--- src/rtl/bus_host_arbiter_if.sv ---
`default_nettype none
// ============================================================================
// Module   : bus_host_arbiter_if
// Brief    : Host-side and device-side bus bundle of the multi-host arbiter.
// Revision : 1.0 - initial release
// ============================================================================
interface bus_host_arbiter_if #(
    parameter int NR_HOSTS   = 3,
    parameter int ADDR_WIDTH = 32,
    parameter int DATA_WIDTH = 32
);
    logic [NR_HOSTS-1:0]                  host_req_i;
    logic [NR_HOSTS-1:0]                  host_gnt_o;
    logic [NR_HOSTS*ADDR_WIDTH-1:0]       host_addr_i;
    logic [NR_HOSTS-1:0]                  host_we_i;
    logic [NR_HOSTS*(DATA_WIDTH/8)-1:0]   host_be_i;
    logic [NR_HOSTS*DATA_WIDTH-1:0]       host_wdata_i;
    logic [NR_HOSTS-1:0]                  host_rvalid_o;
    logic [DATA_WIDTH-1:0]                host_rdata_o;
    logic [NR_HOSTS-1:0]                  host_err_o;
    logic                                 dev_req_o;
    logic                                 dev_gnt_i;
    logic [ADDR_WIDTH-1:0]                dev_addr_o;
    logic                                 dev_we_o;
    logic [DATA_WIDTH/8-1:0]              dev_be_o;
    logic [DATA_WIDTH-1:0]                dev_wdata_o;
    logic                                 dev_rvalid_i;
    logic [DATA_WIDTH-1:0]                dev_rdata_i;
    logic                                 dev_err_i;

    // Arbiter side
    modport slave (
        input  host_req_i, host_addr_i, host_we_i, host_be_i, host_wdata_i,
        input  dev_gnt_i, dev_rvalid_i, dev_rdata_i, dev_err_i,
        output host_gnt_o, host_rvalid_o, host_rdata_o, host_err_o,
        output dev_req_o, dev_addr_o, dev_we_o, dev_be_o, dev_wdata_o
    );

    // Hosts and device as seen from outside the arbiter
    modport master (
        output host_req_i, host_addr_i, host_we_i, host_be_i, host_wdata_i,
        output dev_gnt_i, dev_rvalid_i, dev_rdata_i, dev_err_i,
        input  host_gnt_o, host_rvalid_o, host_rdata_o, host_err_o,
        input  dev_req_o, dev_addr_o, dev_we_o, dev_be_o, dev_wdata_o
    );
endinterface
`default_nettype wire

--- src/rtl/bus_host_arbiter.sv ---
`default_nettype none
// ============================================================================
// Module   : bus_host_arbiter
// Brief    : Round-robin / fixed-priority host arbiter with in-order response
//            routing through a small owner FIFO.
// Revision : 1.0 - initial release
// ============================================================================
module bus_host_arbiter #(
    parameter int NR_HOSTS        = 3,
    parameter int ADDR_WIDTH      = 32,
    parameter int DATA_WIDTH      = 32,
    parameter int MAX_OUTSTANDING = 2,
    parameter int ROUND_ROBIN     = 1
) (
    input  logic              clk_i,
    input  logic              rst_i,
    bus_host_arbiter_if.slave bus,
    output logic              busy_o,
    output logic              spurious_rvalid_o
);
    localparam int C_BE_W   = DATA_WIDTH / 8;
    localparam int C_HOST_W = (NR_HOSTS > 1) ? $clog2(NR_HOSTS) : 1;
    localparam int C_SUM_W  = C_HOST_W + 1;
    localparam int C_CNT_W  = $clog2(MAX_OUTSTANDING + 1);
    localparam int C_IDX_W  = (MAX_OUTSTANDING > 1) ? $clog2(MAX_OUTSTANDING) : 1;

    logic [C_HOST_W-1:0] r_ptr;
    logic                r_lock;
    logic [C_HOST_W-1:0] r_lock_host;
    logic [C_HOST_W-1:0] r_fifo [MAX_OUTSTANDING];
    logic [C_IDX_W-1:0]  r_rd_idx;
    logic [C_IDX_W-1:0]  r_wr_idx;
    logic [C_CNT_W-1:0]  r_count;
    logic                r_spurious;

    logic [C_HOST_W-1:0] w_winner;
    logic                w_found;
    logic [C_SUM_W-1:0]  w_sum;
    logic [C_HOST_W-1:0] w_cand;
    logic                w_full;
    logic                w_empty;
    logic                w_dev_req;
    logic                w_accept;
    logic                w_pop;
    logic [C_HOST_W-1:0] w_head;

    function automatic logic [C_IDX_W-1:0] f_next_idx(input logic [C_IDX_W-1:0] idx);
        return (idx == C_IDX_W'(MAX_OUTSTANDING - 1)) ? '0 : idx + 1'b1;
    endfunction

    // A stalled request keeps the bus; otherwise search from the pointer
    // (round-robin) or from index 0 (fixed priority), wrapping at NR_HOSTS.
    always_comb begin
        w_winner = '0;
        w_found  = 1'b0;
        w_sum    = '0;
        w_cand   = '0;
        if (r_lock) begin
            w_winner = r_lock_host;
            w_found  = 1'b1;
        end else begin
            for (int i = 0; i < NR_HOSTS; i++) begin
                w_sum = (ROUND_ROBIN != 0) ? ({1'b0, r_ptr} + C_SUM_W'(i)) : C_SUM_W'(i);
                if (w_sum >= C_SUM_W'(NR_HOSTS)) begin
                    w_sum = w_sum - C_SUM_W'(NR_HOSTS);
                end
                w_cand = w_sum[C_HOST_W-1:0];
                if (!w_found && bus.host_req_i[w_cand]) begin
                    w_winner = w_cand;
                    w_found  = 1'b1;
                end
            end
        end
    end

    assign w_full    = (r_count == C_CNT_W'(MAX_OUTSTANDING));
    assign w_empty   = (r_count == '0);
    assign w_dev_req = w_found & ~w_full;
    assign w_accept  = w_dev_req & bus.dev_gnt_i;
    assign w_pop     = bus.dev_rvalid_i & ~w_empty;
    assign w_head    = r_fifo[r_rd_idx];

    always_comb begin
        bus.host_gnt_o    = '0;
        bus.host_rvalid_o = '0;
        bus.host_err_o    = '0;
        bus.dev_addr_o    = '0;
        bus.dev_we_o      = 1'b0;
        bus.dev_be_o      = '0;
        bus.dev_wdata_o   = '0;
        if (w_dev_req) begin
            bus.dev_addr_o  = bus.host_addr_i[w_winner*ADDR_WIDTH +: ADDR_WIDTH];
            bus.dev_we_o    = bus.host_we_i[w_winner];
            bus.dev_be_o    = bus.host_be_i[w_winner*C_BE_W +: C_BE_W];
            bus.dev_wdata_o = bus.host_wdata_i[w_winner*DATA_WIDTH +: DATA_WIDTH];
        end
        if (w_accept) begin
            bus.host_gnt_o[w_winner] = 1'b1;
        end
        if (w_pop) begin
            bus.host_rvalid_o[w_head] = 1'b1;
            bus.host_err_o[w_head]    = bus.dev_err_i;
        end
    end

    assign bus.dev_req_o    = w_dev_req;
    assign bus.host_rdata_o = bus.dev_rdata_i;
    assign busy_o            = (r_count != '0);
    assign spurious_rvalid_o = r_spurious;

    always_ff @(posedge clk_i) begin
        if (rst_i) begin
            r_lock      <= 1'b0;
            r_lock_host <= '0;
            r_rd_idx    <= '0;
            r_wr_idx    <= '0;
            r_count     <= '0;
            r_spurious  <= 1'b0;
        end else begin
            if (w_dev_req && !bus.dev_gnt_i) begin
                r_lock      <= 1'b1;
                r_lock_host <= w_winner;
            end else if (w_accept) begin
                r_lock <= 1'b0;
            end
            if (w_accept) begin
                r_fifo[r_wr_idx] <= w_winner;
                r_wr_idx         <= f_next_idx(r_wr_idx);
            end
            if (w_pop) begin
                r_rd_idx <= f_next_idx(r_rd_idx);
            end
            case ({w_accept, w_pop})
                2'b10:   r_count <= r_count + 1'b1;
                2'b01:   r_count <= r_count - 1'b1;
                default: r_count <= r_count;
            endcase
            if (bus.dev_rvalid_i && w_empty) begin
                r_spurious <= 1'b1;
            end
        end
    end

    generate
        if (ROUND_ROBIN != 0) begin : g_rr_ptr
            always_ff @(posedge clk_i) begin
                if (rst_i) begin
                    r_ptr <= '0;
                end else if (w_accept) begin
                    r_ptr <= (w_winner == C_HOST_W'(NR_HOSTS - 1)) ? '0 : w_winner + 1'b1;
                end
            end
        end else begin : g_fixed_ptr
            always_ff @(posedge clk_i) begin
                r_ptr <= '0;
            end
        end
    endgenerate
endmodule
`default_nettype wire

--- src/flat_wrapper.sv ---
// flat-port wrapper written by rule: the top's interface ports become plain ports
module bus_host_arbiter_flat 
#(
    parameter int NR_HOSTS        = 3,
    parameter int ADDR_WIDTH      = 32,
    parameter int DATA_WIDTH      = 32,
    parameter int MAX_OUTSTANDING = 2,
    parameter int ROUND_ROBIN     = 1
)
  (clk_i, rst_i, busy_o, spurious_rvalid_o, bus_host_req_i, bus_host_addr_i, bus_host_we_i, bus_host_be_i, bus_host_wdata_i, bus_dev_gnt_i, bus_dev_rvalid_i, bus_dev_rdata_i, bus_dev_err_i, bus_host_gnt_o, bus_host_rvalid_o, bus_host_rdata_o, bus_host_err_o, bus_dev_req_o, bus_dev_addr_o, bus_dev_we_o, bus_dev_be_o, bus_dev_wdata_o);
  bus_host_arbiter_if #(.NR_HOSTS(NR_HOSTS), .ADDR_WIDTH(ADDR_WIDTH), .DATA_WIDTH(DATA_WIDTH)) bus_i ();
  input  logic clk_i;
  input  logic rst_i;
  output logic busy_o;
  output logic spurious_rvalid_o;
  input wire logic [$bits(bus_i.host_req_i)-1:0] bus_host_req_i;
  input wire logic [$bits(bus_i.host_addr_i)-1:0] bus_host_addr_i;
  input wire logic [$bits(bus_i.host_we_i)-1:0] bus_host_we_i;
  input wire logic [$bits(bus_i.host_be_i)-1:0] bus_host_be_i;
  input wire logic [$bits(bus_i.host_wdata_i)-1:0] bus_host_wdata_i;
  input wire logic [$bits(bus_i.dev_gnt_i)-1:0] bus_dev_gnt_i;
  input wire logic [$bits(bus_i.dev_rvalid_i)-1:0] bus_dev_rvalid_i;
  input wire logic [$bits(bus_i.dev_rdata_i)-1:0] bus_dev_rdata_i;
  input wire logic [$bits(bus_i.dev_err_i)-1:0] bus_dev_err_i;
  output wire logic [$bits(bus_i.host_gnt_o)-1:0] bus_host_gnt_o;
  output wire logic [$bits(bus_i.host_rvalid_o)-1:0] bus_host_rvalid_o;
  output wire logic [$bits(bus_i.host_rdata_o)-1:0] bus_host_rdata_o;
  output wire logic [$bits(bus_i.host_err_o)-1:0] bus_host_err_o;
  output wire logic [$bits(bus_i.dev_req_o)-1:0] bus_dev_req_o;
  output wire logic [$bits(bus_i.dev_addr_o)-1:0] bus_dev_addr_o;
  output wire logic [$bits(bus_i.dev_we_o)-1:0] bus_dev_we_o;
  output wire logic [$bits(bus_i.dev_be_o)-1:0] bus_dev_be_o;
  output wire logic [$bits(bus_i.dev_wdata_o)-1:0] bus_dev_wdata_o;
  assign bus_i.host_req_i = bus_host_req_i;
  assign bus_i.host_addr_i = bus_host_addr_i;
  assign bus_i.host_we_i = bus_host_we_i;
  assign bus_i.host_be_i = bus_host_be_i;
  assign bus_i.host_wdata_i = bus_host_wdata_i;
  assign bus_i.dev_gnt_i = bus_dev_gnt_i;
  assign bus_i.dev_rvalid_i = bus_dev_rvalid_i;
  assign bus_i.dev_rdata_i = bus_dev_rdata_i;
  assign bus_i.dev_err_i = bus_dev_err_i;
  assign bus_host_gnt_o = bus_i.host_gnt_o;
  assign bus_host_rvalid_o = bus_i.host_rvalid_o;
  assign bus_host_rdata_o = bus_i.host_rdata_o;
  assign bus_host_err_o = bus_i.host_err_o;
  assign bus_dev_req_o = bus_i.dev_req_o;
  assign bus_dev_addr_o = bus_i.dev_addr_o;
  assign bus_dev_we_o = bus_i.dev_we_o;
  assign bus_dev_be_o = bus_i.dev_be_o;
  assign bus_dev_wdata_o = bus_i.dev_wdata_o;
  bus_host_arbiter #(.NR_HOSTS(NR_HOSTS), .ADDR_WIDTH(ADDR_WIDTH), .DATA_WIDTH(DATA_WIDTH), .MAX_OUTSTANDING(MAX_OUTSTANDING), .ROUND_ROBIN(ROUND_ROBIN)) u_core (.clk_i(clk_i), .rst_i(rst_i), .bus(bus_i), .busy_o(busy_o), .spurious_rvalid_o(spurious_rvalid_o));
endmodule
--- config.mk ---
export PLATFORM = sky130hd
export DESIGN_NAME = bus_host_arbiter_flat
export DESIGN_NICKNAME = d
export VERILOG_FILES = /design/src/rtl/bus_host_arbiter_if.sv /design/src/rtl/bus_host_arbiter.sv /design/src/flat_wrapper.sv
export SDC_FILE = /design/constraint.sdc
export NUM_CORES = 1
export LEC_CHECK = 0
export CORE_AREA = 5 5 138 140
export DETAILED_ROUTE_END_ITERATION = 7
export DIE_AREA = 0 0 143 145
export PLACE_DENSITY_LB_ADDON = 0.12
export SLEW_MARGIN = 10
export SYNTH_ARGS = -nofsm -noshare
export SYNTH_HDL_FRONTEND = slang
export SYNTH_SLANG_ARGS = --single-unit
--- constraint.sdc ---
create_clock -name clk_i -period 3.35 [get_ports clk_i]
set_input_delay 0.8375 -clock clk_i [delete_from_list [all_inputs] [get_ports clk_i]]
set_output_delay 0.8375 -clock clk_i [all_outputs]
set_load 0.01 [all_outputs]
* After elaboration in Yosys (flattened, before gate mapping)
Memory sizes are Yosys's and may differ from the RTL's. A register that Yosys moved wholly into a read port is not among the register bits. Index checks and enable logic that the tools add are counted.
Storage, ports and cells: register bits 10, RAM bits 4, input port bits 247, output and inout port bits 113, logic and storage cells 100, memories 1
Operators by class: add/subtract/negate cells 10, order comparisons 10, eq/ne operators 4, shift-type cells 3, muxes and demuxes 46, bitwise operators 6, reduce and logical (&&, ||, !) cells 13
Memories:
- u_core.r_fifo | words 2, width 2, rd ports 1, clocked after memory_dff 1, wr ports 1, RTL line bus_host_arbiter.sv:30 | logic [C_HOST_W-1:0] r_fifo [MAX_OUTSTANDING];
Operators with widths (count):
- indexed part select 96 x 8 -> 32 bit | 2
- 2-to-1 mux 32 bit | 2
- 2-to-1 mux 1 bit | 22
- 2-to-1 mux 2 bit | 11
- less-than comparator 2 x 3 -> 1 bit, second input constant | 5
- indexed part select 12 x 5 -> 4 bit | 1
- 2-to-1 mux 3 bit | 3
- binary-select mux 1 bit (select 2 bit) | 4
- == test 2 bit, second input constant | 3
- greater-or-equal comparator 3 x 2 -> 1 bit, second input constant | 2
- logical AND 1 bit | 6
- nonzero test 2 bit | 3
- subtractor 2 bit, second input constant | 3
- adder 2 x 1 -> 2 bit, second input constant | 2
- demux 1 bit (select 2 bit) | 2
- greater-or-equal comparator 2 x 1 -> 1 bit, second input constant | 2
- 2-to-1 mux 4 bit | 1
- one-hot mux 2 bit (2 select lines) | 1
- adder 2 x 1 -> 3 bit, second input constant | 1
- adder 2 x 2 -> 3 bit, second input constant | 1
- bitwise AND 1 bit | 3
- bitwise AND 3 bit | 1
- zero test 1 bit | 3
- adder 1 bit, second input constant | 2
- other kinds (5) | 6

* Longest topological paths before layout
depth after elaboration 20, depth in mapped cells 12, mapped depth without buffers 10

* Worst setup path after synthesis
OpenSTA, ideal clock, no wires.
path type in2out, from input port bus_host_req_i[1], to output port bus_host_gnt_o[2], arrival time 2.120 ns, data required time 2.513 ns, setup slack 0.392 ns, cell stages on the path 6, buffers on the path 2, path through or4b_4 a21oi_4 nor2_4 buf_2 buf_6 nor3_1
On the way: cells in the longest elaborated chain, start to end 17, elaborated cells between the ends (all ways) 28, classes of those cells order compare: 2; mux: 19; bitwise: 2; reduce/logical: 5
RTL lines:
- from (decl) | RTL line flat_wrapper.sv:16 | input wire logic [$bits(bus_i.host_req_i)-1:0] bus_host_req_i;
- binary-select mux 1 bit (select 2 bit) | RTL line bus_host_arbiter.sv:68 | if (!w_found && bus.host_req_i[w_cand]) begin
- 2-to-1 mux 1 bit (not written as such) | RTL line bus_host_arbiter.sv:68
- 2-to-1 mux 1 bit | RTL line bus_host_arbiter.sv:68
- 2-to-1 mux 1 bit | RTL line bus_host_arbiter.sv:58 | if (r_lock) begin
- zero test 1 bit | RTL line bus_host_arbiter.sv:68
- logical AND 1 bit | RTL line bus_host_arbiter.sv:68
- 2-to-1 mux 1 bit | RTL line bus_host_arbiter.sv:68
- 2-to-1 mux 1 bit | RTL line bus_host_arbiter.sv:58
- zero test 1 bit | RTL line bus_host_arbiter.sv:68
- logical AND 1 bit | RTL line bus_host_arbiter.sv:68
- 2-to-1 mux 2 bit | RTL line bus_host_arbiter.sv:68
- 2-to-1 mux 2 bit | RTL line bus_host_arbiter.sv:58
- less-than comparator 2 x 3 -> 1 bit (not written as such) or greater-or-equal comparator 2 x 1 -> 1 bit (tied branches) | RTL line bus_host_arbiter.sv:98 | bus.host_gnt_o[w_winner] = 1'b1;
- logical AND 1 bit (not written as such) | RTL line bus_host_arbiter.sv:98
- 2-to-1 mux 1 bit (not written as such) | RTL line bus_host_arbiter.sv:98
- demux 1 bit (select 2 bit)
- 2-to-1 mux 3 bit * | RTL line bus_host_arbiter.sv:97 | if (w_accept) begin
- to (decl) | RTL line flat_wrapper.sv:25 | output wire logic [$bits(bus_i.host_gnt_o)-1:0] bus_host_gnt_o;
Every way passes the cells marked *; elsewhere a longest branch is shown, timed or not. The select of a mux whose other input is x is not followed.

* Worst setup path after layout
from input port bus_host_req_i[1], to output port bus_dev_wdata_o[15]
On the way: cells in the longest elaborated chain, start to end 14, elaborated cells between the ends (all ways) 23, classes of those cells shift: 1; mux: 17; bitwise: 1; reduce/logical: 4
RTL lines:
- binary-select mux 1 bit (select 2 bit) | RTL line bus_host_arbiter.sv:68
- 2-to-1 mux 1 bit (not written as such) | RTL line bus_host_arbiter.sv:68
- 2-to-1 mux 1 bit | RTL line bus_host_arbiter.sv:68
- 2-to-1 mux 1 bit | RTL line bus_host_arbiter.sv:58
- zero test 1 bit | RTL line bus_host_arbiter.sv:68
- logical AND 1 bit | RTL line bus_host_arbiter.sv:68
- 2-to-1 mux 1 bit | RTL line bus_host_arbiter.sv:68
- 2-to-1 mux 1 bit | RTL line bus_host_arbiter.sv:58
- zero test 1 bit | RTL line bus_host_arbiter.sv:68
- logical AND 1 bit | RTL line bus_host_arbiter.sv:68
- 2-to-1 mux 2 bit or 2-to-1 mux 1 bit (tied branches) | RTL line bus_host_arbiter.sv:68
- 2-to-1 mux 2 bit or 2-to-1 mux 1 bit (tied branches) | RTL line bus_host_arbiter.sv:58
- indexed part select 96 x 8 -> 32 bit or bitwise AND 1 bit (tied branches) | RTL line bus_host_arbiter.sv:95, bus_host_arbiter.sv:78
- 2-to-1 mux 32 bit * | RTL line bus_host_arbiter.sv:91 | if (w_dev_req) begin
- to (decl) | RTL line flat_wrapper.sv:33 | output wire logic [$bits(bus_i.dev_wdata_o)-1:0] bus_dev_wdata_o;
Marked as above.

==> out/results.txt <==
CTS tree - done
post-DR wirelength/cell - 21.3 microns
DRC violations left - 0
via count - 4271
Worst-Margin Slew - 512 ps
number of flops mapped to enable cells by yosys - 4
failing checks - setup timing
row count - 49
Synth Instances - 388
Simple-Gate Fraction of Synth Area - 20.1%
# diodes - 0
Core Footprint - 0.0177 sq mm
drt first pass iters - 4
syn_nets - 638
Compound-Gate Fraction of Synth Area - 23.3%
syn_area_per_cell - 7.78 sq um
Clock Path Buffers - 2
WP data required - 2510 ps
XOR/XNOR Fraction of Synth Area - 0.871%
initial core utilization - 17.0%
max frequency - 292 MHz
H-tree levels - 1
final core occ - 39.0%
port bufs - 295
post-synth cell types - 47
Placer Congestion - 0.859
root buffer cell - clkbuf_16
Crit. Startpoint - bus_host_req_i[1]
Final HPWL DP - 15200 microns
clock latency on the worst-skew pair - 250 ps
initial antenna violation count - 0
Critical Path Fanout Max - 5
kind of critical path - in -> out
Seq/Total Area, Yosys - 11.3%
synth warn - 0
die extent in y - 145 microns
max cap viols - 0
TritonCTS Sinks - 15
Post-DRT Antenna Nets - 0
HP Start - u_core.spurious_rvalid_o
overall global routing resource usage - 17.8%
main combinational cell family by area after synthesis - compound AO/OA/AOI/OAI gates
Clk pwr share - 5.2%
Worst Path Arrival - 2580 ps
pin count of the biggest net entering global routing - 35
GRT overflow - 0
CTS buffer count - 3
die area - 0.0207 sq mm
Setup WS pre-CTS - -743 ps
Reg clk slew, reported paths - 50 ps
post-synthesis mux area share - 22.9%
RSZ-0062 raised after global routing - yes
smallest setup slack after layout - -71.1 ps
vias per cell - 4.57
RR Startpoint - u_core.r_ptr[0]
Yosys reg bits - 15
first-pass GRT wire length - 28600 microns
FILL cells - 1774
I/O pins - 360
Final Cell Area - 0.00692 sq mm
Tmin final - 3420 ps
ys async rst share - 0%
Post-Synth Adder-Cell Area - 1.24%
Final setup viols - 37
Post-DP Area - 0.00623 sq mm
layout cells sized above 1 - 32.8%
status - finished, violations left
Pleak - 2.68 nW
Comb power frac - 88.7%
cell area after synthesis - 0.00302 sq mm
sw power - 0.00209 W
Cell Pwr Density - 657 mW/mm^2
cell internal pwr - 0.00245 W
Slew headroom - 65.8%
synthesis-to-layout area growth - 129%
maximum vdd drop - 0.292 mV
drt initial violations - 140
type of origin of the critical path - input port
CTS hold repair buffers - 0
Die Width - 143 microns
fin. max-slew vios - 0
crit path capture type - primary output
period utilization - 102%
number of global-route vias before repair - 4627
Sw Ratio - 46.0%
sequential fraction of design power - 6.0%
Final Hold Fails - 0
Top FF cell, synth - dfxtp_1
clock skew - 4.59 ps
nets - 956
Final Power - 0.00454 W
drt total wl - 19900 microns
Hold Crit Class - reg -> reg
==> repair_timing <==
action                     CTS  global route
resized for setup          333            58
cloned                       8             2
pin swaps                   56            15
buffers inserted            28             3
setup endpoints to repair   73            74
==> cells by family after synthesis <==
kind of cell    after synthesis
flops                        15
fa+ha+maj                     3
buf+inv                      86
mux                          69
compound gates               95
simple gates                117
xor+xnor                      3
==> cell usage after synthesis, types with 5 or more instances <==
cell type	count	share of area, %
and2_1	5	1.0
mux2i_1	69	23
inv_1	11	1.4
nand2_1	6	0.75
buf_4	33	8.2
clkbuf_1	13	1.6
a21oi_1	11	1.8
dfxtp_1	11	7.3
o22ai_2	10	4.1
nor3_1	6	1.0
nor2_1	14	1.7
buf_2	16	2.7
buf_12	6	4.0
o22ai_1	59	12
nand3_1	71	12
==> layer usage <==
metal,track usage (%),vias to the layer above,routed length (microns)
met5,0,-,0
met4,2.00,0,140
met3,5.76,16,1770
met2,32.2,180,10100
met1,21.0,2004,7880
li1,-,2071,-
==> power by group through the flow <==
stage | combinational, W | sequential [W] | clock [W]
2_1_floorplan | 0.00175 | 0.000269 | 0
3_3_place_gp | 0.00371 | 0.000274 | 0
3_5_place_dp | 0.00370 | 0.000276 | 0
4_1_cts | 0.00375 | 0.000273 | 0.000240
5_1_grt | 0.00433 | 0.000283 | 0.000252
6_report | 0.00403 | 0.000274 | 0.000238
==> cells in the final DEF, fill, tap and decap left out, drive strengths merged, types with 5 or more instances in the layout <==
cell type | Yosys | layout
o22ai | 69 | 69
nor2 | 15 | 15
buf | 60 | 159
nor3 | 6 | 6
mux2i | 69 | 69
dfxtp | 11 | 11
a21oi | 12 | 12
clkbuf | 13 | 7
nand3 | 72 | 72
clkdlybuf4s50 | 0 | 219
inv | 13 | 13
and2 | 5 | 5
nand2 | 7 | 7
==> area by class of cell <==
class                      count  area (sq um)  share of cell area, %
timing repair buffer         385          3750                   54.2
sequential                    15           342                   4.94
multi-input combinational    287          2390                   34.5
timing repair inverter         1          11.3                  0.163
tap                          229           287                   4.14
inverter                      13          61.3                  0.886
clock buffer                   4          78.8                   1.14
==> registers in the layout, indices dropped and copies added (netlist names), named ones only <==
| register | count |
|---|---|
| u_core.spurious_rvalid_o | 1 |
| u_core.r_fifo | 4 |
| u_core.r_ptr | 2 |
| u_core.r_lock | 1 |
| u_core.r_count | 2 |
| u_core.r_rd_idx | 1 |
| u_core.r_lock_host | 2 |
| u_core.r_wr_idx | 1 |
==> through the flow <==
stage	TNS, ps	cells	hold WS, ps
floorplan	0	388	472
global placement	-47560	892	455
detailed placement	-49140	892	469
CTS	-2980	932	484
global route	-4860	934	534
finish	-923	934	477
==> final timing paths <==
| check | depth (start not counted) | slack (ps) | endpoint |
|---|---|---|---|
| setup / recovery | 12 | -70 | bus_dev_wdata_o[15] |
| hold / removal | 2 | 480 | u_core.spurious_rvalid_o |
| setup reg to reg | 19 | 100 | u_core.r_ptr[0] |
| hold reg to reg | 2 | 480 | u_core.spurious_rvalid_o |
==> worst max-delay path: stages <==
cell	delay [ps]
buf_6	90
or4b_4	490
a21oi_4	150
nor2_4	80
buf_6	130
clkinv_8	60
buf_12	110
buf_16	120
buf_6	90
mux2i_1	180
o22ai_1	90
buf_2	150
No activity file was read; power rests on OpenSTA's default activity.
